<file path="config.mk">
export PLATFORM = sky130hd
export DESIGN_NAME = seg_scan_ctrl
export DESIGN_NICKNAME = d
export VERILOG_FILES = /design/src/rtl/seg_pkg.sv /design/src/rtl/seg_hex_decode.sv /design/src/rtl/seg_scan_ctrl.sv
export SDC_FILE = /design/constraint.sdc
export NUM_CORES = 1
export LEC_CHECK = 0
export ABC_AREA = 1
export BUFFER_PORTS_ARGS = -buffer_cell sky130_fd_sc_hd__buf_2
export CAP_MARGIN = 10
export CELL_PAD_IN_SITES_DETAIL_PLACEMENT = 0
export CELL_PAD_IN_SITES_GLOBAL_PLACEMENT = 1
export CORE_AREA = 2 2 119 132
export DETAILED_ROUTE_END_ITERATION = 12
export DIE_AREA = 0 0 121 134
export GPL_ROUTABILITY_DRIVEN = 0
export PLACE_DENSITY_LB_ADDON = 0.1
export REMOVE_ABC_BUFFERS = 1
export SLEW_MARGIN = 20
export SYNTH_ARGS = -nofsm -noshare
export SYNTH_HDL_FRONTEND = slang
export SYNTH_SLANG_ARGS = --single-unit
</file>
<file path="constraint.sdc">
create_clock -name CLK -period 2.2 [get_ports CLK]
set_clock_uncertainty 0.15 [all_clocks]
set_input_delay 0.44 -clock CLK [delete_from_list [all_inputs] [get_ports CLK]]
set_output_delay 0.44 -clock CLK [all_outputs]
set_load 0.01 [all_outputs]
</file>
<file path="src/rtl/seg_pkg.sv">
// Shared constants and types for the 7-segment display blocks: blanking
// values, the hex-to-segment table and the display buffer layout.
package seg_pkg;

  localparam int NUM_DIGITS = 8;

  localparam logic [6:0] SEG_BLANK = 7'h7F;
  localparam logic [7:0] AN_OFF    = 8'hFF;

  // Segment codes {g,f,e,d,c,b,a}, active-low; entry n sits at bits [7n+6:7n].
  localparam logic [16*7-1:0] HEX_SEG_TABLE = {
    7'b0001110,  // F
    7'b0000110,  // E
    7'b0100001,  // d
    7'b1000110,  // C
    7'b0000011,  // b
    7'b0001000,  // A
    7'b0010000,  // 9
    7'b0000000,  // 8
    7'b1111000,  // 7
    7'b0000010,  // 6
    7'b0010010,  // 5
    7'b0011001,  // 4
    7'b0110000,  // 3
    7'b0100100,  // 2
    7'b1111001,  // 1
    7'b1000000   // 0
  };

  typedef struct packed {
    logic [31:0] data;
    logic [7:0]  dp;
    logic [7:0]  en;
  } disp_buf_t;

  function automatic logic [6:0] hex_to_seg(input logic [3:0] nib);
    return HEX_SEG_TABLE[int'(nib) * 7 +: 7];
  endfunction

endpackage

</file>
<file path="src/rtl/seg_hex_decode.sv">
// Combinational hex nibble to active-low 7-segment code, shared by the
// display blocks.
module seg_hex_decode
  import seg_pkg::*;
(
  input  logic [3:0] nib,
  output logic [6:0] seg
);

  always_comb begin
    seg = hex_to_seg(nib);
  end

endmodule

</file>
<file path="src/rtl/seg_scan_ctrl.sv">
// Scan scheduler for an 8-digit common-anode display: per-slot blanking gap,
// double-buffered content loaded by valid/ready and swapped only at frame ends.
module seg_scan_ctrl
  import seg_pkg::*;
#(
  parameter int TICK_DIV  = 100000,
  parameter int BLANK_CYC = 1000
)
(
  input  logic        CLK,
  input  logic        RST,
  input  logic [31:0] data_in,
  input  logic [7:0]  dp_in,
  input  logic [7:0]  digit_en,
  input  logic        load_valid,
  output logic        load_ready,
  output logic        frame_start,
  output logic [6:0]  C,
  output logic        DP,
  output logic [7:0]  AN
);

  localparam int CW = $clog2(TICK_DIV);
  localparam logic [CW-1:0] SLOT_LAST = CW'(TICK_DIV - 1);
  localparam logic [CW-1:0] BLANK_END = CW'(BLANK_CYC);
  localparam logic [2:0]    DIG_LAST  = 3'(NUM_DIGITS - 1);

  logic [CW-1:0] slot_cnt_q, slot_cnt_d;
  logic [2:0]    dig_q, dig_d;
  disp_buf_t     active_q, active_d;
  disp_buf_t     pend_q, pend_d;
  logic          pend_full_q, pend_full_d;
  logic          load_ready_q, load_ready_d;
  logic          frame_start_q, frame_start_d;
  logic [7:0]    an_q, an_d;
  logic [6:0]    c_q, c_d;
  logic          dp_q, dp_d;

  logic          at_slot_end;
  logic          at_fb;
  logic          load_fire;
  logic          in_blank;
  logic [3:0]    cur_nib;
  logic [6:0]    cur_seg;

  // Slot and digit counters run freely; there is no idle state.
  always_comb begin
    at_slot_end = (slot_cnt_q == SLOT_LAST);
    at_fb       = at_slot_end && (dig_q == DIG_LAST);
    slot_cnt_d  = at_slot_end ? '0 : slot_cnt_q + 1'b1;
    dig_d       = at_slot_end ? dig_q + 3'd1 : dig_q;
  end

  // Valid/ready: a transfer happens in any cycle where load_valid and
  // load_ready are both high; load_ready is high exactly while the pending
  // buffer is empty, and the source holds its data until that cycle.
  // Loads landing in the frame-boundary cycle only fill pending, so the
  // frame starting next never sees them.
  always_comb begin
    load_fire   = load_valid && load_ready_q;
    active_d    = active_q;
    pend_d      = pend_q;
    pend_full_d = pend_full_q;
    if (at_fb && pend_full_q) begin
      active_d    = pend_q;
      pend_full_d = 1'b0;
    end
    if (load_fire) begin
      pend_d.data = data_in;
      pend_d.dp   = dp_in;
      pend_d.en   = digit_en;
      pend_full_d = 1'b1;
    end
    load_ready_d  = ~pend_full_d;
    frame_start_d = at_fb;
  end

  always_comb begin
    cur_nib = active_q.data[{dig_q, 2'b00} +: 4];
  end

  seg_hex_decode u_hex_decode (
    .nib (cur_nib),
    .seg (cur_seg)
  );

  // Anode and segment registers update together so a lit anode never
  // pairs with a stale segment code.
  always_comb begin
    in_blank = (slot_cnt_q < BLANK_END);
    an_d     = AN_OFF;
    c_d      = SEG_BLANK;
    dp_d     = 1'b1;
    if (!in_blank && active_q.en[dig_q]) begin
      an_d = ~(8'h01 << dig_q);
      c_d  = cur_seg;
      dp_d = ~active_q.dp[dig_q];
    end
  end

  always_ff @(posedge CLK) begin
    if (RST) begin
      slot_cnt_q    <= '0;
      dig_q         <= '0;
      active_q      <= '0;
      pend_q        <= '0;
      pend_full_q   <= 1'b0;
      load_ready_q  <= 1'b1;
      frame_start_q <= 1'b0;
      an_q          <= AN_OFF;
      c_q           <= SEG_BLANK;
      dp_q          <= 1'b1;
    end else begin
      slot_cnt_q    <= slot_cnt_d;
      dig_q         <= dig_d;
      active_q      <= active_d;
      pend_q        <= pend_d;
      pend_full_q   <= pend_full_d;
      load_ready_q  <= load_ready_d;
      frame_start_q <= frame_start_d;
      an_q          <= an_d;
      c_q           <= c_d;
      dp_q          <= dp_d;
    end
  end

  assign load_ready  = load_ready_q;
  assign frame_start = frame_start_q;
  assign AN          = an_q;
  assign C           = c_q;
  assign DP          = dp_q;

endmodule

</file>
Word-level counts from Yosys, hierarchy flattened
Index checks and enable logic that the tools add are counted. Widths: inputs -> output; s select.

Output and inout port bits: 18. Logic and storage cells: 41. Register bits: 135. Input bits: 51.

Reductions and logical operators: 7. Equality and inequality tests: 2. Multiplexer cells: 6. Bitwise logic cells: 4. Shift-type cells: 3. Add/subtract/negate cells: 2. $mul: 1. $lt $le $gt $ge: 2.

Operator list (count): $shiftx 112x32->7 const A (1); $shiftx 32x6->4 (1); $add 17x1->17 const B (1); $eq 17x17->1 const B (1); $lt 17x10->1 const B (1); $not 8->8 (1); $shl 1x3->8 const A (1); $mul 4x3->7 const B (1); $bmux 1 s3 (2); $logic_and 1x1->1 (4); $lt 3x4->1 const B (1); $mux 1 (4); $reduce_or 2->1 (2); $add 3x1->3 const B (1); $eq 3x3->1 const B (1); $not 1->1 (3); $logic_not 1->1 (1).

Depth between registers and ports, before layout
Gate-level depths: netlist of run 1.

Word-level depth: 6. Gate-level depth with buffers: 12. Depth with buffers taken out: 11.

Modules after synthesis
From an unflattened synthesis of run 1, not the netlist that was laid out.

Cell total of the unflattened synthesis: 833. Area, all modules: 5774.3 µm².

Modules (own cells, without submodules): seg_scan_ctrl (area each 5494.0 µm², seq. area each 2702.6 µm², cells each 781, times used 1); seg_hex_decode (area each 280.3 µm², seq. area each 0.0 µm², cells each 52, times used 1).

Worst setup path before layout of run 1
Ideal clock, no wire load.

Kind: register to register. Start: register dig_q[0]. End: register c_q[5] (netlist: C[5]). Arrival time: 1704 ps. Library setup time: 130 ps. Buffers on the path: 1. Slack: 216 ps. Required time: 1920 ps. Period minus slack after synthesis: 1984 ps. Cell stages (with the launch flop): 13. Cells stage by stage: dfxtp_1 > inv_1 > buf_4 > nand2_1 > nand3_1 > nand2_1 > o21ai_0 > inv_1 > ha_1 > nand3_1 > nand2_1 > nand2_1 > nand3_1.

Word-level cells in the longest chain between the ends: 5. Elaborated cells on any way between the ends: 8. Those cells by class: 1 x mul; 2 x shift; 2 x mux; 1 x bitwise; 2 x reduce/logical.

Ends and longest elaborated chain: from (decl) (line seg_scan_ctrl.sv:29) `logic [2:0] dig_q, dig_d;`; from (signal assigned) (line seg_scan_ctrl.sv:115) `dig_q <= dig_d;`; parallel branches: the longest is 5 deep, another holds $mul 4x3->7; to (signal assigned) (line seg_scan_ctrl.sv:111) `c_q <= SEG_BLANK;`; to (signal assigned) (line seg_scan_ctrl.sv:122) `c_q <= c_d;`; to (decl) (line seg_scan_ctrl.sv:36) `logic [6:0] c_q, c_d;`.

Several ways; the timed one is not identified. The select of a mux whose other input is x is not followed. A chain may end at the register's enable or synchronous reset.

Worst setup path in the final report of run 1
Start: register slot_cnt_q[0]. End: register active_q[24] (netlist name).

Word-level cells in the longest chain between the ends: 3.

Ends and longest elaborated chain: from (decl) (line seg_scan_ctrl.sv:28) `logic [CW-1:0] slot_cnt_q, slot_cnt_d;`; from (signal assigned) (line seg_scan_ctrl.sv:114) `slot_cnt_q <= slot_cnt_d;`; $eq 17x17->1 (line seg_scan_ctrl.sv:48) `at_slot_end = (slot_cnt_q == SLOT_LAST);`; $logic_and 1x1->1 (line seg_scan_ctrl.sv:49) `at_fb = at_slot_end && (dig_q == DIG_LAST);`; $logic_and 1x1->1 (line seg_scan_ctrl.sv:64) `if (at_fb && pend_full_q) begin`; to (signal assigned) (line seg_scan_ctrl.sv:116) `active_q <= active_d;`; to (decl) (line seg_scan_ctrl.sv:30) `disp_buf_t active_q, active_d;`.

Every way passes these cells.

==> impl_metrics.toml, run 1 <==
[setup_path]
endpoint_kind = "register"
max_stage_delay_ps = 360
r2r_setup_slack_ps = 200
cp-start-kind = "register"
cp_slowest_cell = "dfxtp_1"
cp_top_family = "simple AND/OR/NAND/NOR gates"
worstPathRequired_ps = 2350
crit_chain = "ha_1 > nand2_1 > nor2_4 > nand3_1 > nor2_4 > nand3_2 > buf_12 > nor2_1 > nor2_1"
critPathKind = "register to register"
timing.critical_path.buf_inv = 1
crit_arrival_ps = 2150
worstPathMaxFanout = 96

[placement]
dp_hpwl_um = 8970
portBuffers = 68

[route]
drt.antenna.violating_nets = 0
viasPerCell = 4.53
dr_total_vias = 5100
drt_iter0_drc = 333
drc_errors = 0
wire_per_inst_um = 11.7
dr.pass1.iters = 6
wirelength_um = 13200

[timing]
finalHoldViolCount = 0
tns_ps = 0
clock.fmax_mhz = 499
worst_pin_slew_ps = 500
rsz0062_at_grt = "no"
setup_violations = 0
relSlewSlack_pct = 66.5
min_period_ps = 2000
post-route-period-util_pct = 91.1
report.final.slew_viol_count = 0

[grt]
first_global_vias = 4929
grt_use_met2_pct = 27.3
use_met1_pct = 23.5
grt_max_degree = 99
top_usage_layer = "met2"
grt-ovfl-total = 0
antenna_found_initial = 0
grt_use_met3_pct = 3.95
grt_pass1_wl_um = 23100
grtUsageTotal_pct = 17.6

[logic_synthesis]
synth_xor_area_share_pct = 0.752
ys_warn_count = 0
yosys.area.top_type = "dfxtp_1"
syn_area_um2 = 5820
synthSimpleGateAreaFrac_pct = 34.7
synth_compound_area_share_pct = 7.09
avgSynthCellArea_um2 = 6.83
ys_seq_area_share_pct = 46.4
synth.area.top_cells = "dfxtp_1 46%, nor2_1 15%, nand2_1 13%"
synth_top_family_by_area = "simple AND/OR/NAND/NOR gates"
synth_enable_flop_cells = 0
synth_adder_area_share_pct = 2.58
synthMuxAreaShare_pct = 0
ys_seq_elements = 135
ys.flop_type = "dfxtp_1"
synth_cell_types = 28
synthArstFlopShare_pct = 0
synth_cells = 853
synth_top_area_share_pct = 46.4

[floorplan]
fp.dieH_um = 134
die_w_um = 121
initial_utilization_pct = 39.1
die_area_um2 = 16200
pin_count = 69
fp.coreArea_um2 = 14900
row_count = 47

[clocking]
cts_sinks = 135
cts_tree = "yes"
cts.repair.resized = 0
post_cts_buffers = 0
hold_buffers = 0
htree_levels = 4
ctsRootBufferMaster = "clkbuf_16"
clockBufferDepth = 2
clk_latency_ps = 420
path_clk_slew_ps = 60
cts_buffers = 17

[power_and_ir_drop]
leakage_uw = 0.00336
ir_drop_v = 0.000480
power_density_nw_per_um2 = 821
p_total_uw = 5730

[run_status]
status = "complete, no violations"

[job]
maxCapViolCount = 0

[finish]
n_antenna_cell = 0
nNetsFinal = 980
drive_above_1_share_pct = 13.5
areaGrowthSynthToFinish_pct = 19.8

[worst_hold_path]
hp-class = "input port to register"
synthesized netlist by cell type, drive strengths merged (2+ instances only):
library cell	number
a21oi	18
inv	75
nand2	202
nor3b	2
nor3	4
buf	19
or2	3
dfxtp	135
nand4	4
o21ai	63
ha	12
nor2	233
clkbuf	20
nand3	55
xor2	4
layer usage:
metal	vias to the layer above	part of all wire [%]
li1	2758	-
met1	2233	50
met2	94	45
met3	15	3.8
met4	0	1.7
met5	-	0
worst paths after layout:
path	cells past startpoint	to	start
worst max-delay path	9	active_q[24]	slot_cnt_q[0]
worst min-delay path	3	pend_q[9]	dp_in[1]
worst max register to register	9	active_q[24]	slot_cnt_q[0]
worst min register to register	1	slot_cnt_q[0]	slot_cnt_q[0]
sequential cells by signal (all words and copies together) (netlist names):
signal and flops:
DP 1, frame_start 1, C 7, slot_cnt_q 17, active_q 48, AN 8, pend_q 48, load_ready 1
dig_q 3, pend_full_q 1
power by group:
group          leakage (uW)  internal (uW)  total (uW)  switching, uW
clock              0.000291           1870        2920           1050
sequential          0.00110           2530        2570           42.6
combinational       0.00197           93.2         232            139
worst reg2reg max path, stage by stage (launching register included):
cell	delay, ps
dfxtp_1	360
ha_1	170
nand2_1	110
nor2_4	140
nand3_1	160
nor2_4	130
nand3_2	90
buf_12	200
nor2_1	300
nor2_1	70
cells by family (layout without fill, tap and decap cells):
group / after synthesis / count (layout)
and+or+nand+nor: 504 / 504
AOI/OAI and AO/OA: 82 / 82
adders and majority gates: 12 / 12
xor gates and xnor gates: 5 / 5
buffers and inverters: 115 / 192
DFF: 135 / 135
through the flow:
step	hold WS, ps	instance area [um^2]	setup WS, ps	utilization, %	instances
after global placement	277	6360	286	42.7	1094
after floorplan	268	5610	-603	-	814
after CTS	102	6980	236	46.9	1126
after detailed placement	299	6360	246	42.7	1094
final	123	6980	197	46.9	1126
after global routing	122	6980	29.0	46.9	1126
layout make-up:
cell class | count | area [um^2]
flip-flops and latches | 135 | 2700
multi-input cells | 603 | 2630
clock inverters | 11 | 148
clock buffers | 21 | 470
well taps | 196 | 245
inverters | 76 | 285
repair buffers | 84 | 498
fillers | 1562 | 7900
placed cells by master (no fill, tap or decap), drive strengths merged:
| master | synthesis | final |
|---|---|---|
| nor3 | 4 | 4 |
| a21oi | 18 | 18 |
| dfxtp | 135 | 135 |
| nand3b | 1 | 1 |
| nand2 | 202 | 202 |
| clkinv | 1 | 5 |
| ha | 12 | 12 |
| xor2 | 4 | 4 |
| nand3 | 55 | 55 |
| nor2 | 233 | 233 |
| or2 | 3 | 3 |
| clkinvlp | 0 | 4 |
| xnor2 | 1 | 1 |
| nand4 | 4 | 4 |
| buf | 19 | 84 |
| bufinv | 0 | 3 |
| inv | 75 | 75 |
| clkbuf | 20 | 21 |
| a211oi | 1 | 1 |
| nor3b | 2 | 2 |
| o21ai | 63 | 63 |
(Power assumes the default switching activity.)
==> run 2, diff against run 1 <==
CORE_AREA = 2 2 123 137   (was 2 2 119 132)
DIE_AREA = 0 0 125 139   (was 0 0 121 134)
clock period = 1.67 ns   (was 2.2 ns; I/O delays follow)
==> run 2 against run 1 <==
  * The flow now finishes with violations (setup timing)
  * Non-clock buffer count increased by 89
  * Die area rose by 7.2%
  * Utilization is 6.6 points higher
  * Final area increased by 23%
  * Largest power group unchanged
  * Highest routed layer unchanged
==> impl_metrics.toml, run 2 (same netlist as run 1, synthesis figures left out) <==
[setup_path]
endpoint_kind = "register"
cp-start-kind = "register"
worstPathMaxFanout = 6
critPathKind = "register to register"
crit_arrival_ps = 1990
worstPathRequired_ps = 1870

[grt]
grt_use_met3_pct = 4.40
use_met1_pct = 22.5
grt_use_met2_pct = 29.7
first_global_vias = 5298
grt-ovfl-total = 0
grt_max_degree = 50
grtUsageTotal_pct = 17.7
top_usage_layer = "met2"
grt_pass1_wl_um = 25200
antenna_found_initial = 0

[route]
drt_iter0_drc = 337
wirelength_um = 15700
dr.pass1.iters = 5
viasPerCell = 4.58
wire_per_inst_um = 12.8
dr_total_vias = 5599
drc_errors = 0
drt.antenna.violating_nets = 0

[floorplan]
fp.dieH_um = 139
die_w_um = 125
die_area_um2 = 17400
fp.coreArea_um2 = 16100
initial_utilization_pct = 36.2
row_count = 49
pin_count = 69

[timing]
clock.fmax_mhz = 560
finalWorstSetupSlack_ps = -115
post-route-period-util_pct = 107
relSlewSlack_pct = 75.7
min_period_ps = 1780
report.final.slew_viol_count = 0
fin_hold_ws_ps = 11.6
rsz0062_at_grt = "yes"
setup_violations = 75
worst_pin_slew_ps = 365
finalHoldViolCount = 0

[finish]
nNetsFinal = 1069
drive_above_1_share_pct = 34.6
mostFrequentLayoutCells = "186 x nor2_1, 151 x nand2_1, 130 x dfxtp_1"
final_util_pct = 53.5
final_cells = 1223
reg_top3 = "active_q x48, pend_q x48, slot_cnt_q x17"
areaGrowthSynthToFinish_pct = 47.6
mostFrequentLayoutCell = "nor2_1"
n_antenna_cell = 0

[clocking]
cts_buffers = 17
path_clk_slew_ps = 60
clk_latency_ps = 420
cts_tree = "yes"
hold_buffers = 0
clockBufferDepth = 2
cts_sinks = 135
ctsRootBufferMaster = "clkbuf_16"
htree_levels = 4

[run_status]
violations = "setup timing"
status = "finished, violations left"

[placement]
dp_hpwl_um = 10000
portBuffers = 68
post-place-ws_ps = -228
dp.cells = 1170

[power_and_ir_drop]
power_density_nw_per_um2 = 891
leakage_uw = 0.00392
p_total_uw = 7660
ir_drop_v = 0.000726

[job]
maxCapViolCount = 0

[worst_hold_path]
hp-class = "input port to register"
[run 2: what timing repair did]
action,4_1_cts,5_1_grt
gates resized for setup,99,112
setup endpoints to repair,83,86
buffers inserted,7,4
pin swaps,13,42
gates cloned,4,7
[run 2: area by class of cell]
class | count | area [um^2]
inverter | 76 | 288
sequential | 135 | 2710
clock buffer | 18 | 439
fill | 1580 | 7470
clock inverter | 14 | 174
tap | 204 | 255
multi-input combinational | 603 | 3270
timing repair buffer | 173 | 1460
[run 2: final timing paths]
| check | from | end | slack [ps] | depth (start not counted) |
|---|---|---|---|---|
| min | dp_in[4] | pend_q[12] | 10 | 3 |
| min reg2reg | pend_q[22] | active_q[22] | 330 | 2 |
| max reg2reg | slot_cnt_q[0] | active_q[13] | -110 | 11 |
| max | slot_cnt_q[0] | active_q[13] | -110 | 11 |
[run 2: per-layer routing]
layer / share of wire (%) / vias up
li1: - / 2946
met1: 46 / 2542
met2: 49 / 90
met3: 3.6 / 21
met4: 1.4 / 0
met5: 0 / -
[run 2: metrics by stage]
step           setup TNS (ps)  cell area (um^2)
2_1_floorplan          -90610              5610
4_1_cts                 -4190              8030
3_5_place_dp            -8420              6920
5_1_grt                -14930              8590
3_3_place_gp            -6070              6920
6_report                -6210              8590
[run 2: critical path: stages (launching register included)]
cell     delay, ps
dfxtp_2        350
ha_4           150
nand2_4         50
nor2_4         130
nand3_4         90
nor2_4         130
nand3_4        130
buf_8          180
buf_12         150
nand2_4         50
nand2_2         30
nor2_1         110
[run 2: power breakdown]
group          switching, uW  total (uW)  internal, uW
clock                   1490        3890          2400
sequential              83.8        3410          3330
combinational            197         356           159
total                   1770        7660          5890
